<file path="src/rtl/exc_pkg.sv">
// Shared types and constants for the exception/interrupt front-end.
//   exc_state_t  : request FSM states
//   EXC_*        : 5-bit ExcCode values placed in cause[6:2]
//   CAUSE_IP_LSB : bit position of the pending-IRQ field inside cause
//   pack_cause   : merges an ExcCode with an already-positioned IP field
package exc_pkg;

    typedef enum logic [1:0] {
        IDLE    = 2'd0,
        REQ     = 2'd1,
        HANDLER = 2'd2
    } exc_state_t;

    localparam logic [4:0] EXC_INT = 5'd0;
    localparam logic [4:0] EXC_RI  = 5'd10;
    localparam logic [4:0] EXC_OV  = 5'd12;

    localparam int CAUSE_IP_LSB = 8;

    // ip_field must already be shifted to CAUSE_IP_LSB; the ExcCode lands in [6:2].
    function automatic logic [31:0] pack_cause(input logic [4:0] code,
                                               input logic [31:0] ip_field);
        return ip_field | {25'd0, code, 2'b00};
    endfunction

endpackage

</file>
<file path="src/rtl/exception_unit_irq_sync.sv">
// Per-line interrupt conditioner: two-flop synchronizer followed by a
// registered rising-edge detector.
//   clock : system clock
//   reset : asynchronous, active-low
//   din   : raw asynchronous interrupt level
//   rise  : one-cycle pulse, high two cycles after din is first sampled high
module irq_sync (
    input  logic clock,
    input  logic reset,
    input  logic din,
    output logic rise
);

    logic meta_reg;
    logic sync_reg;
    logic prev_reg;
    logic rise_reg;

    always_ff @(posedge clock or negedge reset) begin
        if (!reset) begin
            meta_reg <= 1'b0;
            sync_reg <= 1'b0;
            prev_reg <= 1'b0;
            rise_reg <= 1'b0;
        end else begin
            meta_reg <= din;
            sync_reg <= meta_reg;
            prev_reg <= sync_reg;
            rise_reg <= sync_reg & ~prev_reg;
        end
    end

    assign rise = rise_reg;

endmodule

</file>
<file path="src/rtl/exception_unit.sv">
// Exception/interrupt front-end for the multicycle MIPS core.
// Collects overflow / reserved-opcode faults and external IRQs, raises
// exc_req to the control unit, commits EPC/Cause on exc_ack and tracks
// the handler (EXL) state until eret.
//   clock, reset          : clock, asynchronous active-low reset
//   irq                   : external interrupt levels (rising edge requests)
//   irq_mask_we/_wdata    : mask register write port (1 = enabled)
//   ovf_evt, ri_evt       : sync fault pulses, fault_pc valid with them
//   boundary, resume_pc   : interrupt-safe point and the PC to resume at
//   exc_ack, eret         : request taken / handler return
//   exc_req               : request to control unit
//   vector                : handler entry address (constant)
//   epc, cause            : committed return address and cause word
//   in_handler            : EXL flag
//   irq_pending           : latched pending IRQs
//   err_sticky            : fault seen while a handler was running
module exception_unit
    import exc_pkg::*;
#(
    parameter int          N_IRQ      = 4,
    parameter logic [31:0] EXC_VECTOR = 32'h0000_0100
) (
    input  logic             clock,
    input  logic             reset,
    input  logic [N_IRQ-1:0] irq,
    input  logic             irq_mask_we,
    input  logic [N_IRQ-1:0] irq_mask_wdata,
    input  logic             ovf_evt,
    input  logic             ri_evt,
    input  logic [31:0]      fault_pc,
    input  logic             boundary,
    input  logic [31:0]      resume_pc,
    input  logic             exc_ack,
    input  logic             eret,
    output logic             exc_req,
    output logic [31:0]      vector,
    output logic [31:0]      epc,
    output logic [31:0]      cause,
    output logic             in_handler,
    output logic [N_IRQ-1:0] irq_pending,
    output logic             err_sticky
);

    localparam int IDX_W = (N_IRQ > 1) ? $clog2(N_IRQ) : 1;

    exc_state_t       state_reg, state_next;
    logic [4:0]       code_reg, code_next;
    logic [31:0]      pc_reg, pc_next;
    logic [IDX_W-1:0] idx_reg, idx_next;
    logic             is_irq_reg, is_irq_next;
    logic [31:0]      epc_reg, epc_next;
    logic [31:0]      cause_reg, cause_next;
    logic [N_IRQ-1:0] pending_reg, pending_next;
    logic [N_IRQ-1:0] mask_reg, mask_next;
    logic             err_reg, err_next;

    logic [N_IRQ-1:0] irq_rise;
    logic [N_IRQ-1:0] serviceable;
    logic [N_IRQ-1:0] clr_vec;
    logic [IDX_W-1:0] sel_idx;
    logic             sync_evt;
    logic [4:0]       sync_code;

    genvar gi;
    generate
        for (gi = 0; gi < N_IRQ; gi++) begin : g_irq
            irq_sync u_sync (
                .clock (clock),
                .reset (reset),
                .din   (irq[gi]),
                .rise  (irq_rise[gi])
            );
        end
    endgenerate

    // Masked lines still latch pending; the mask only qualifies the request.
    assign serviceable = pending_reg & mask_reg;
    assign sync_evt    = ri_evt | ovf_evt;
    // RI outranks OV when both fire together.
    assign sync_code   = ri_evt ? EXC_RI : EXC_OV;

    // Lowest index wins: scan downward so the last hit is the smallest.
    always_comb begin
        sel_idx = '0;
        for (int i = N_IRQ - 1; i >= 0; i--) begin
            if (serviceable[i]) begin
                sel_idx = IDX_W'(i);
            end
        end
    end

    always_ff @(posedge clock or negedge reset) begin
        if (!reset) begin
            state_reg   <= IDLE;
            code_reg    <= '0;
            pc_reg      <= '0;
            idx_reg     <= '0;
            is_irq_reg  <= 1'b0;
            epc_reg     <= '0;
            cause_reg   <= '0;
            pending_reg <= '0;
            mask_reg    <= '0;
            err_reg     <= 1'b0;
        end else begin
            state_reg   <= state_next;
            code_reg    <= code_next;
            pc_reg      <= pc_next;
            idx_reg     <= idx_next;
            is_irq_reg  <= is_irq_next;
            epc_reg     <= epc_next;
            cause_reg   <= cause_next;
            pending_reg <= pending_next;
            mask_reg    <= mask_next;
            err_reg     <= err_next;
        end
    end

    always_comb begin
        state_next  = state_reg;
        code_next   = code_reg;
        pc_next     = pc_reg;
        idx_next    = idx_reg;
        is_irq_next = is_irq_reg;
        epc_next    = epc_reg;
        cause_next  = cause_reg;
        err_next    = err_reg;
        clr_vec     = '0;

        case (state_reg)
            IDLE: begin
                // A fault always beats an IRQ at the same boundary; the IRQ stays pending.
                if (sync_evt) begin
                    code_next   = sync_code;
                    pc_next     = fault_pc;
                    is_irq_next = 1'b0;
                    state_next  = REQ;
                end else if (boundary && (|serviceable)) begin
                    code_next   = EXC_INT;
                    pc_next     = resume_pc;
                    idx_next    = sel_idx;
                    is_irq_next = 1'b1;
                    state_next  = REQ;
                end
            end

            REQ: begin
                if (exc_ack) begin
                    epc_next   = pc_reg;
                    // IP reflects pending as seen just before the serviced bit is cleared.
                    cause_next = pack_cause(code_reg, 32'(pending_reg) << CAUSE_IP_LSB);
                    for (int i = 0; i < N_IRQ; i++) begin
                        clr_vec[i] = is_irq_reg && (idx_reg == IDX_W'(i));
                    end
                    state_next = HANDLER;
                end else if (sync_evt && is_irq_reg) begin
                    // A fault pre-empts an interrupt request not yet taken;
                    // the interrupt remains pending for later.
                    code_next   = sync_code;
                    pc_next     = fault_pc;
                    is_irq_next = 1'b0;
                end
            end

            HANDLER: begin
                if (sync_evt) begin
                    err_next = 1'b1;
                end
                if (eret) begin
                    state_next = IDLE;
                end
            end

            default: begin
                state_next = IDLE;
            end
        endcase
    end

    // A new edge on the bit being cleared wins, so no event is lost.
    assign pending_next = (pending_reg & ~clr_vec) | irq_rise;
    assign mask_next    = irq_mask_we ? irq_mask_wdata : mask_reg;

    assign exc_req     = (state_reg == REQ);
    assign in_handler  = (state_reg == HANDLER);
    assign vector      = EXC_VECTOR;
    assign epc         = epc_reg;
    assign cause       = cause_reg;
    assign irq_pending = pending_reg;
    assign err_sticky  = err_reg;

endmodule

</file>
<file path="config.mk">
export PLATFORM = sky130hd
export DESIGN_NAME = exception_unit
export DESIGN_NICKNAME = d
export VERILOG_FILES = /design/src/rtl/exc_pkg.sv /design/src/rtl/exception_unit_irq_sync.sv /design/src/rtl/exception_unit.sv
export SDC_FILE = /design/constraint.sdc
export NUM_CORES = 1
export LEC_CHECK = 0
export BUFFER_PORTS_ARGS = -buffer_cell sky130_fd_sc_hd__buf_2
export CORE_ASPECT_RATIO = 0.8
export CORE_UTILIZATION = 44
export DETAILED_ROUTE_END_ITERATION = 10
export GPL_TIMING_DRIVEN = 0
export PLACE_DENSITY = 0.86
export SLEW_MARGIN = 0
export SYNTH_ARGS = -nofsm -noshare
export SYNTH_HDL_FRONTEND = slang
export SYNTH_HIERARCHICAL = 1
export SYNTH_SLANG_ARGS = --single-unit
</file>
<file path="constraint.sdc">
create_clock -name clock -period 2 [get_ports clock]
set_clock_uncertainty 0.15 [all_clocks]
set_input_delay 0.4 -clock clock [delete_from_list [all_inputs] [get_ports clock]]
set_output_delay 0.4 -clock clock [all_outputs]
set_load 0.005 [all_outputs]
</file>
Yosys cells after proc, flatten, opt, wreduce, memory -nomap -nowiden
Index checks and enable logic that the tools add are counted.
- bitwise gates (word level): 15
- muxes and demuxes: 27
- eq/ne operators: 10
- reduce and logical (&&, ||, !) cells: 15
- operator list (kind ; number):
    32-bit two-way mux ; 4
    32-bit case mux with 2 select lines ; 1
    5-bit two-way mux ; 4
    2-bit two-way mux ; 8
    12-bit by 7-bit OR with 12-bit output ; 1
    5-bit case mux with 2 select lines ; 1
    4-bit AND ; 2
    4-bit two-way mux ; 2
    2-bit equality test (second input constant) ; 3
    1-bit logical AND ; 6
    2-bit != test (second input constant) ; 3
    2-bit case mux with 3 select lines ; 1
    3-bit AND reduction ; 2
    1-bit inverter ; 5
    1-bit AND ; 4
    2-bit by 1-bit equality test with 1-bit output (second input constant) ; 2
    2-bit logical NOT ; 2
    1-bit two-way mux ; 4
    4-bit inverter ; 1
    4-bit OR ; 1
    2-bit AND reduction ; 2
    4-bit AND reduction ; 1
    4-bit OR reduction ; 1
    3-bit two-way mux ; 1
    5 further kinds ; 5
- logic and storage cells: 93
- output and inout port bits: 103
- register bits after elaboration: 131
- bits of input ports: 80

Logic depth before layout (Yosys ltp)
Gate-level depths: netlist (run 1).
- depth in word-level cells: 7
- depth in mapped cells: 7

Hierarchy
The synthesis (run 1) kept the hierarchy.
- by module, submodules not included (module ; cells an instance ; area each (µm²) ; sequential area each (µm²) ; times used):
    exception_unit ; 392 ; 4276.6 ; 2202.1 ; 1
    irq_sync ; 5 ; 113.9 ; 100.1 ; 4

Least setup slack after synthesis (run 1)
No wires, ideal clock.
- path type: input-to-reg
- start: input exc_ack
- end: register pc_reg[10]
- data required time: 1.725 ns
- library setup time: 0.125 ns
- stages on the path: 5
- arrival time: 1.647 ns
- setup slack: 0.078 ns
- path through: nand2b_1 > o21a_1 > a211oi_4 > buf_6 > mux2_2
- word-level cells in the longest chain between the ends: 2
- ends and longest elaborated chain (item ; RTL line ; text):
    start: declaration ; exception_unit.sv:33 ; input logic exc_ack,
    2-bit != test (no source line) ; - ;
    4-bit AND reduction (no source line) ; - ;
    end signal: assignment ; exception_unit.sv:107 ; pc_reg <= pc_next;
    end: declaration ; exception_unit.sv:48 ; logic [31:0] pc_reg, pc_next;
No other way between the ends.
A chain may end at the register's enable or synchronous reset.

Worst setup path after layout (run 1)
- start: register state_reg[1]
- end: register pc_reg[2]
- word-level cells in the longest chain between the ends: 3
- elaborated cells on any way between the ends: 8
- classes of those cells: eq/ne (4); mux (1); reduce/logical (3)
- ends and longest elaborated chain (item ; RTL line ; text):
    start: declaration ; exception_unit.sv:46 ; exc_state_t state_reg, state_next;
    start signal: assignment ; exception_unit.sv:105 ; state_reg <= state_next;
    2-bit by 1-bit equality test with 1-bit output or 2-bit logical NOT (tied branches) ; exception_unit.sv:129 ; case (state_reg)
    2-bit by 1-bit != test with 1-bit output (no source line) (tied with other cells) ; - ;
    4-bit AND reduction (no source line) ; - ;
Parallel ways exist; a longest one is shown, timed or not.

==> out/results.tsv, run 1 <==
metric	value	unit
outcome	finished, final reports clean	
via count of the first global-routing pass	3394	
number of stages on the worst hold path	1	
RD Place Congestion	0.741	
sum of negative setup slack	0	ns
distinct cell type count after synthesis	37	
wire length per cell	13.2	um
total DRC errors in the routed layout	0	
die boundary height	94.8	um
worst path arrival time	2.02	ns
cell with the biggest individual delay on the critical path	sky130_fd_sc_hd__dfrtp_1	
combined area of all synthesized cells	4730	um^2
type of destination of the critical path	flip-flop	
cell breakdown of the critical path	buf_6 -> nor2b_4 -> nand2b_4 -> buf_8 -> buf_8 -> mux2_2 -> mux2_2	
number of buffer cells added on primary ports	125	
minimum setup slack in the final design	0.0566	ns
width of the die	118	um
die area	11200	um^2
nature of the critical path startpoint	flip-flop	
transition at the pin with the smallest max-transition slack	0.563	ns
areal power density over the cells	1320	nW/um^2
worst hold slack	0.0151	ns
global-route wire length before repair	16200	um
number of hold violations in the final report	0	
clock sink total	104	
Detail Placement HPWL	7450	um
stages on the worst setup path	7	
GRT Total Usage	18.7	%
f_max	515	MHz
worst endpoint required time	2.07	ns
maximum number of pins on one net before global-route repair	77	
Maximum Capacitance Violations	0	
maximum VDD drop	0.754	mV
initial antenna violation count	0	
synthesized instance count	412	
total detailed-routing wirelength	10000	um
via total after detailed routing	3330	
fraction of the yosys area taken by sequential cells	55.0	%
tightest slew margin relative to the limit	62.5	%
clk slew on worst S/H paths	0.07	ns
nets@finish	691	
placeable core region	10400	um^2
shortest period the worst path allows	1.94	ns
flip-flop and latch count after synthesis	104	
TritonCTS clock tree	built	
total congestion overflow after global routing	0	
row cnt	33	
total leakage power	3.26	nW
most common flop cell mapped by yosys	sky130_fd_sc_hd__dfrtp_1	
crit-path max cell delay	0.38	ns
ratio of final minimum period to clock period	97.2	%
share of synthesized registers carrying an async set or reset	100	%
number of levels the H-tree was split into	3	
yosys warns	6	
buffer depth of the longest clock path	2	
violation count after the first detailed-route iteration	100	
number of endpoints failing setup at the final stage	0	
number of primary I/O pins	183	
Pre-antenna DRT Iters	5	
crit-path max FO	10	
Total Power Consumption	8.22	mW
Inserted Diodes	0	
class of the most critical setup path	reg -> reg	
initial core utilization	45.7	%
area growth from synthesis to layout	31.5	%
share of layout cells above drive strength 1	47.7	%
number of cells on the worst reg-to-reg path	7	
Final Max Tran Viols	0	
classification of the worst-slack hold path	in -> reg	
buffering stage count on the worst path with inverters included	3	
Post-synth EDFFs	0	
buffer cell driving the clock tree root	sky130_fd_sc_hd__clkbuf_16	
via-per-instance ratio	4.40	
synthesized area per cell	11.5	um^2
clock latency reported for the late side of the worst-skew pair	0.34	ns
Post-Place Worst Slack	-0.327	ns
final core utilization	60.0	%
crit-path leading delay family	multiplexers	
CTS Buf Count	9	
number of nets with antenna violations after routing	0	
-- per-stage QoR --
| stage | area [um^2] | cells |
|---|---|---|
| after floorplan | 4940 | 467 |
| after global placement | 5740 | 732 |
| after detailed placement | 5770 | 733 |
| after CTS | 6170 | 754 |
| after global routing | 6220 | 756 |
| final | 6220 | 756 |
-- cell usage after synthesis (4+ instances only) --
master	count	area (um^2)
sky130_fd_sc_hd__nand2_1	116	435
sky130_fd_sc_hd__dfrtp_1	104	2600
sky130_fd_sc_hd__mux2_2	60	676
sky130_fd_sc_hd__buf_4	58	435
sky130_fd_sc_hd__mux2_1	7	78.8
sky130_fd_sc_hd__buf_6	6	67.6
sky130_fd_sc_hd__clkbuf_1	6	22.5
sky130_fd_sc_hd__inv_1	5	18.8
sky130_fd_sc_hd__nand2b_1	5	31.3
sky130_fd_sc_hd__nor2b_4	5	68.8
sky130_fd_sc_hd__o21ai_0	5	25.0
sky130_fd_sc_hd__nor2_1	4	15.0
-- power breakdown --
group          switching [mW]  total [mW]  internal [mW]
Combinational            1.38        2.97           1.59
Sequential              0.476        3.42           2.94
Clock                   0.828        1.84           1.01
Total                    2.68        8.22           5.54
-- worst register-to-register path, stage by stage, from the launching register on --
cell and delay [ns]:
sky130_fd_sc_hd__dfrtp_1 0.38, sky130_fd_sc_hd__buf_6 0.15, sky130_fd_sc_hd__nor2b_4 0.12, sky130_fd_sc_hd__nand2b_4 0.13, sky130_fd_sc_hd__buf_8 0.14, sky130_fd_sc_hd__buf_8 0.15
sky130_fd_sc_hd__mux2_2 0.35, sky130_fd_sc_hd__mux2_2 0.27
-- worst paths after layout --
check | start | slack, ns | to
setup / recovery | state_reg[1] | 0.06 | pc_reg[2]
hold / removal | irq[0] | 0.02 | g_irq[0].u_sync/meta_reg
setup reg to reg | state_reg[1] | 0.06 | pc_reg[2]
hold reg to reg | g_irq[0].u_sync/meta_reg | 0.20 | g_irq[0].u_sync/sync_reg
max in group asynchronous | reset | 0.64 | epc[25]
min in group asynchronous | reset | 0.37 | g_irq[3].u_sync/meta_reg
-- placed cells by master, fill, tap and decap left out, types with 3 or more instances in the layout --
cell                          n
sky130_fd_sc_hd__mux2_2      62
sky130_fd_sc_hd__nor2b_4      5
sky130_fd_sc_hd__nand2_1    116
sky130_fd_sc_hd__nand2b_1     4
sky130_fd_sc_hd__buf_8        4
sky130_fd_sc_hd__clkbuf_1     6
sky130_fd_sc_hd__inv_1        5
sky130_fd_sc_hd__mux2_1       4
sky130_fd_sc_hd__buf_4       64
sky130_fd_sc_hd__buf_2      124
sky130_fd_sc_hd__inv_8        3
sky130_fd_sc_hd__o21ai_0      5
sky130_fd_sc_hd__buf_6        3
sky130_fd_sc_hd__dfrtp_1    100
sky130_fd_sc_hd__conb_1      57
sky130_fd_sc_hd__dfrtp_2      4
sky130_fd_sc_hd__nor2_1       4
sky130_fd_sc_hd__mux2_4       3
sky130_fd_sc_hd__clkbuf_16    9
-- cell families after synthesis --
logic type / after synthesis / share of synthesized area, %
mux: 69 / 16.6
compound gates: 22 / 3.60
buf+inv: 79 / 11.9
simple gates: 136 / 12.8
flops: 104 / 55.0
other cells: 2 / 0.159
-- routing by layer --
metal / track usage [%] / share of wire [%] / up-vias / routed length, um
met5: 0 / 0 / - / 0
met3: 4.65 / 5.8 / 9 / 581
met2: 32.7 / 50 / 128 / 5030
met1: 22.8 / 43 / 1558 / 4300
li1: - / - / 1635 / -
met4: 5.88 / 0.91 / 0 / 91
-- timing repair --
action,4_1_cts,5_1_grt
pin swaps,1,1
endpoints found under the setup margin,46,35
hold buffers,1,0
buffers inserted,5,2
endpoints found under the hold margin,28,0
gates resized for setup,5,15
-- cell type report --
| cell class | instances | area (um^2) |
|---|---|---|
| flip-flops and latches | 104 | 2610 |
| fillers | 882 | 4140 |
| well taps | 140 | 175 |
| multi-input cells | 284 | 1790 |
| repair buffers | 134 | 731 |
| inverters | 5 | 18.8 |
| clock inverters | 7 | 96.3 |
| clock buffers | 9 | 225 |
| plain buffers | 73 | 576 |
No activity file was read; power rests on OpenSTA's default activity.
==> inputs of run 2 (changes only) <==
PLACE_DENSITY = 0.76   (was 0.86)
==> run 2 against run 1 <==
Die area stayed put. Fmax hardly changed. Clock-buffer cell count stayed put. Global-route usage is 0.47 points lower. Final area is 0.50% higher. Total power is 0.82% higher. Sequential cell count stayed put. Register-to-register slack hardly changed. Sequential share of layout area is 0.25 points lower. First-iteration DRC count is 30% higher. Critical endpoint is now pc_reg[12]. Largest power group unchanged. Highest routed layer unchanged.
==> out/results.tsv, run 2 (synthesis gave the netlist of run 1 again) <==
metric	value	unit	change
global-route track usage on met3	5.01	%	was 4.65%
unrepaired setup endpoints after global routing	no		
worst endpoint required time	2.08	ns	was 2.07 ns
clock sink total	104		unchanged
global-route track usage on met2	29.8	%	was 32.7%
Hold EP	g_irq[1].u_sync/meta_reg		was g_irq[0].u_sync/meta_reg
global-route wire length before repair	15600	um	was 16200 um
Pre-antenna DRT Iters	4		was 5
nature of the critical path startpoint	flip-flop		unchanged
initial core utilization	45.7	%	unchanged
crit-path max FO	10		unchanged
via count of the first global-routing pass	3165		was 3394
die area	11200	um^2	unchanged
nets@finish	693		was 691
Reg2Reg Setup Slack	0.06	ns	about the same
reg-to-reg critical path endpoint	pc_reg[12]		was pc_reg[2]
row cnt	33		unchanged
clock latency reported for the late side of the worst-skew pair	0.34	ns	about the same
number of nets with antenna violations after routing	0		unchanged
buffer depth of the longest clock path	2		unchanged
total congestion overflow after global routing	0		unchanged
class of the most critical setup path	reg -> reg		unchanged
shortest period the worst path allows	1.94	ns	about the same
violation count after the first detailed-route iteration	130		was 100
tightest slew margin relative to the limit	57.3	%	was 62.5%
total leakage power	3.29	nW	was 3.26 nW
Worst Min Path Start	irq[1]		was irq[0]
Maximum Capacitance Violations	0		unchanged
RD Place Congestion	0.725		was 0.741
Fill cells	897		was 882
total DRC errors in the routed layout	0		unchanged
busiest layer in global routing	met2		unchanged
clk slew on worst S/H paths	0.07	ns	about the same
Detail Placement HPWL	7350	um	was 7450 um
GRT Total Usage	18.2	%	was 18.7%
f_max	514	MHz	was 515 MHz
number of buffer cells added on primary ports	125		unchanged
area growth from synthesis to layout	32.2	%	was 31.5%
CTS Buf Count	9		unchanged
sum of negative setup slack	0	ns	unchanged
via-per-instance ratio	4.40		about the same
number of endpoints failing setup at the final stage	0		unchanged
buffer cell driving the clock tree root	sky130_fd_sc_hd__clkbuf_16		unchanged
worst path arrival time	2.02	ns	about the same
ratio of final minimum period to clock period	97.2	%	about the same
transition at the pin with the smallest max-transition slack	0.640	ns	was 0.563 ns
Inserted Diodes	0		unchanged
number of stages on the worst hold path	1		unchanged
cell with the biggest individual delay on the critical path	sky130_fd_sc_hd__dfrtp_1		unchanged
maximum number of pins on one net before global-route repair	58		was 77
most common cell after layout, fill and taps aside	sky130_fd_sc_hd__buf_2		unchanged
net switching share of the total power	32.0	%	was 32.6%
classification of the worst-slack hold path	in -> reg		unchanged
TritonCTS clock tree	built		unchanged
combinational power share	35.5	%	was 36.1%
outcome	finished, final reports clean		unchanged
crit-path max cell delay	0.37	ns	was 0.38 ns
number of hold violations in the final report	0		unchanged
top library cells by usage in the layout, fill and taps aside	sky130_fd_sc_hd__buf_2 (125), sky130_fd_sc_hd__nand2_1 (116), sky130_fd_sc_hd__dfrtp_1 (102)		was sky130_fd_sc_hd__buf_2 (124), sky130_fd_sc_hd__nand2_1 (116), sky130_fd_sc_hd__dfrtp_1 (100)
number of cells on the worst reg-to-reg path	7		unchanged
net switching power of the design	2.65	mW	was 2.68 mW
cell breakdown of the critical path	buf_4 -> nor2b_4 -> nand2b_4 -> buf_12 -> buf_12 -> mux2_2 -> mux2_2		was buf_6 -> nor2b_4 -> nand2b_4 -> buf_8 -> buf_8 -> mux2_2 -> mux2_2
width of the die	118	um	unchanged
total detailed-routing wirelength	10000	um	about the same
areal power density over the cells	1330	nW/um^2	was 1320 nW/um^2
die boundary height	94.8	um	unchanged
share of layout cells above drive strength 1	47.1	%	was 47.7%
Total Power Consumption	8.29	mW	was 8.22 mW
number of primary I/O pins	183		unchanged
type of destination of the critical path	flip-flop		unchanged
via total after detailed routing	3337		was 3330
Final Max Tran Viols	0		unchanged
internal power consumption	5.64	mW	was 5.54 mW
number of levels the H-tree was split into	3		unchanged
launch point of the worst reg-to-reg path	state_reg[1]		unchanged
met1 usage in global routing	23.9	%	was 22.8%
wire length per cell	13.2	um	about the same
fraction of power consumed by the clock network	23.5	%	was 22.4%
placeable core region	10400	um^2	unchanged
maximum VDD drop	0.564	mV	was 0.754 mV
initial antenna violation count	0		unchanged
Flop pwr share	41.0	%	was 41.6%
run 2: cell types whose count changed in the layout (fill, tap and decap cells not counted), moves of 2 or more:
cell / previous run / this run
sky130_fd_sc_hd__buf_8: 4 / 1
sky130_fd_sc_hd__dfrtp_1: 100 / 102
sky130_fd_sc_hd__dfrtp_2: 4 / 2
sky130_fd_sc_hd__mux2_1: 4 / 6
run 2: per-stage QoR:
| step | util [%] | instance area [um^2] | hold WS (ns) | setup slack [ns] | instances |
|---|---|---|---|---|---|
| after floorplan | - | 4940 | -0.0456 | 0.0784 | 467 |
| after global placement | 55.4 | 5740 | 0.183 | -0.648 | 732 |
| after detailed placement | 55.7 | 5770 | 0.193 | -0.338 | 733 |
| after CTS | 59.4 | 6160 | 0.00332 | -0.00665 | 754 |
| after global routing | 60.3 | 6250 | 0.00422 | 0.00759 | 758 |
| final | 60.3 | 6250 | 0.0150 | 0.0556 | 758 |
run 2: per-layer routing:
layer	vias up	part of all wire, %	wire length, um
met1	1567	45	4480
met3	10	6.0	603
li1	1638	-	-
met5	-	0	0
met2	122	48	4860
met4	0	0.92	92
run 2: power by group through the flow:
| stage | Sequential, mW | Combinational (mW) | Clock [mW] |
|---|---|---|---|
| 6_report | 3.40 | 2.94 | 1.95 |
| 2_1_floorplan | 3.38 | 1.82 | 0 |
| 5_1_grt | 3.51 | 3.26 | 2.06 |
| 3_5_place_dp | 3.43 | 2.81 | 0 |
| 4_1_cts | 3.41 | 2.91 | 1.99 |
| 3_3_place_gp | 3.38 | 2.71 | 0 |
run 2: final cells by class:
| type | count | area [um^2] | area share [%] |
|---|---|---|---|
| tap | 140 | 175 | 2.80 |
| clock buffer | 9 | 225 | 3.60 |
| multi-input combinational | 284 | 1790 | 28.6 |
| clock inverter | 7 | 111 | 1.78 |
| buffer | 74 | 583 | 9.32 |
| sequential | 104 | 2610 | 41.7 |
| inverter | 5 | 18.8 | 0.300 |
| timing repair buffer | 135 | 746 | 11.9 |
run 2: how the worst max path moves through the flow:
| stage | start | end | slack (ns) | depth (start not counted) |
|---|---|---|---|---|
| final | state_reg[1] | pc_reg[12] | 0.06 | 7 |
| after global routing | state_reg[1] | epc[4] | 0.008 | 6 |
| after CTS | state_reg[1] | pc_reg[22] | -0.007 | 7 |
| after detailed placement | exc_ack | pc_reg[21] | -0.34 | 6 |
| after global placement | reset | cause[4] | -0.65 | 1 |
| after floorplan | exc_ack | pc_reg[10] | 0.08 | 5 |
run 2: repair_timing:
| item | in CTS | in global routing |
|---|---|---|
| setup buffers | 4 | 2 |
| hold buffers | 1 | 1 |
| gates resized for setup | 4 | 12 |
| gates cloned | 0 | 1 |
| pin swaps | 1 | 2 |
| setup endpoints to repair | 46 | 35 |
| endpoints found under the hold margin | 47 | 1 |
run 2: worst max-delay path: cells and delay by family (launching register included):
family        cells  cell delay (ns)
flops             1             0.37
buf+inv           3             0.45
simple gates      2             0.26
mux               2             0.60
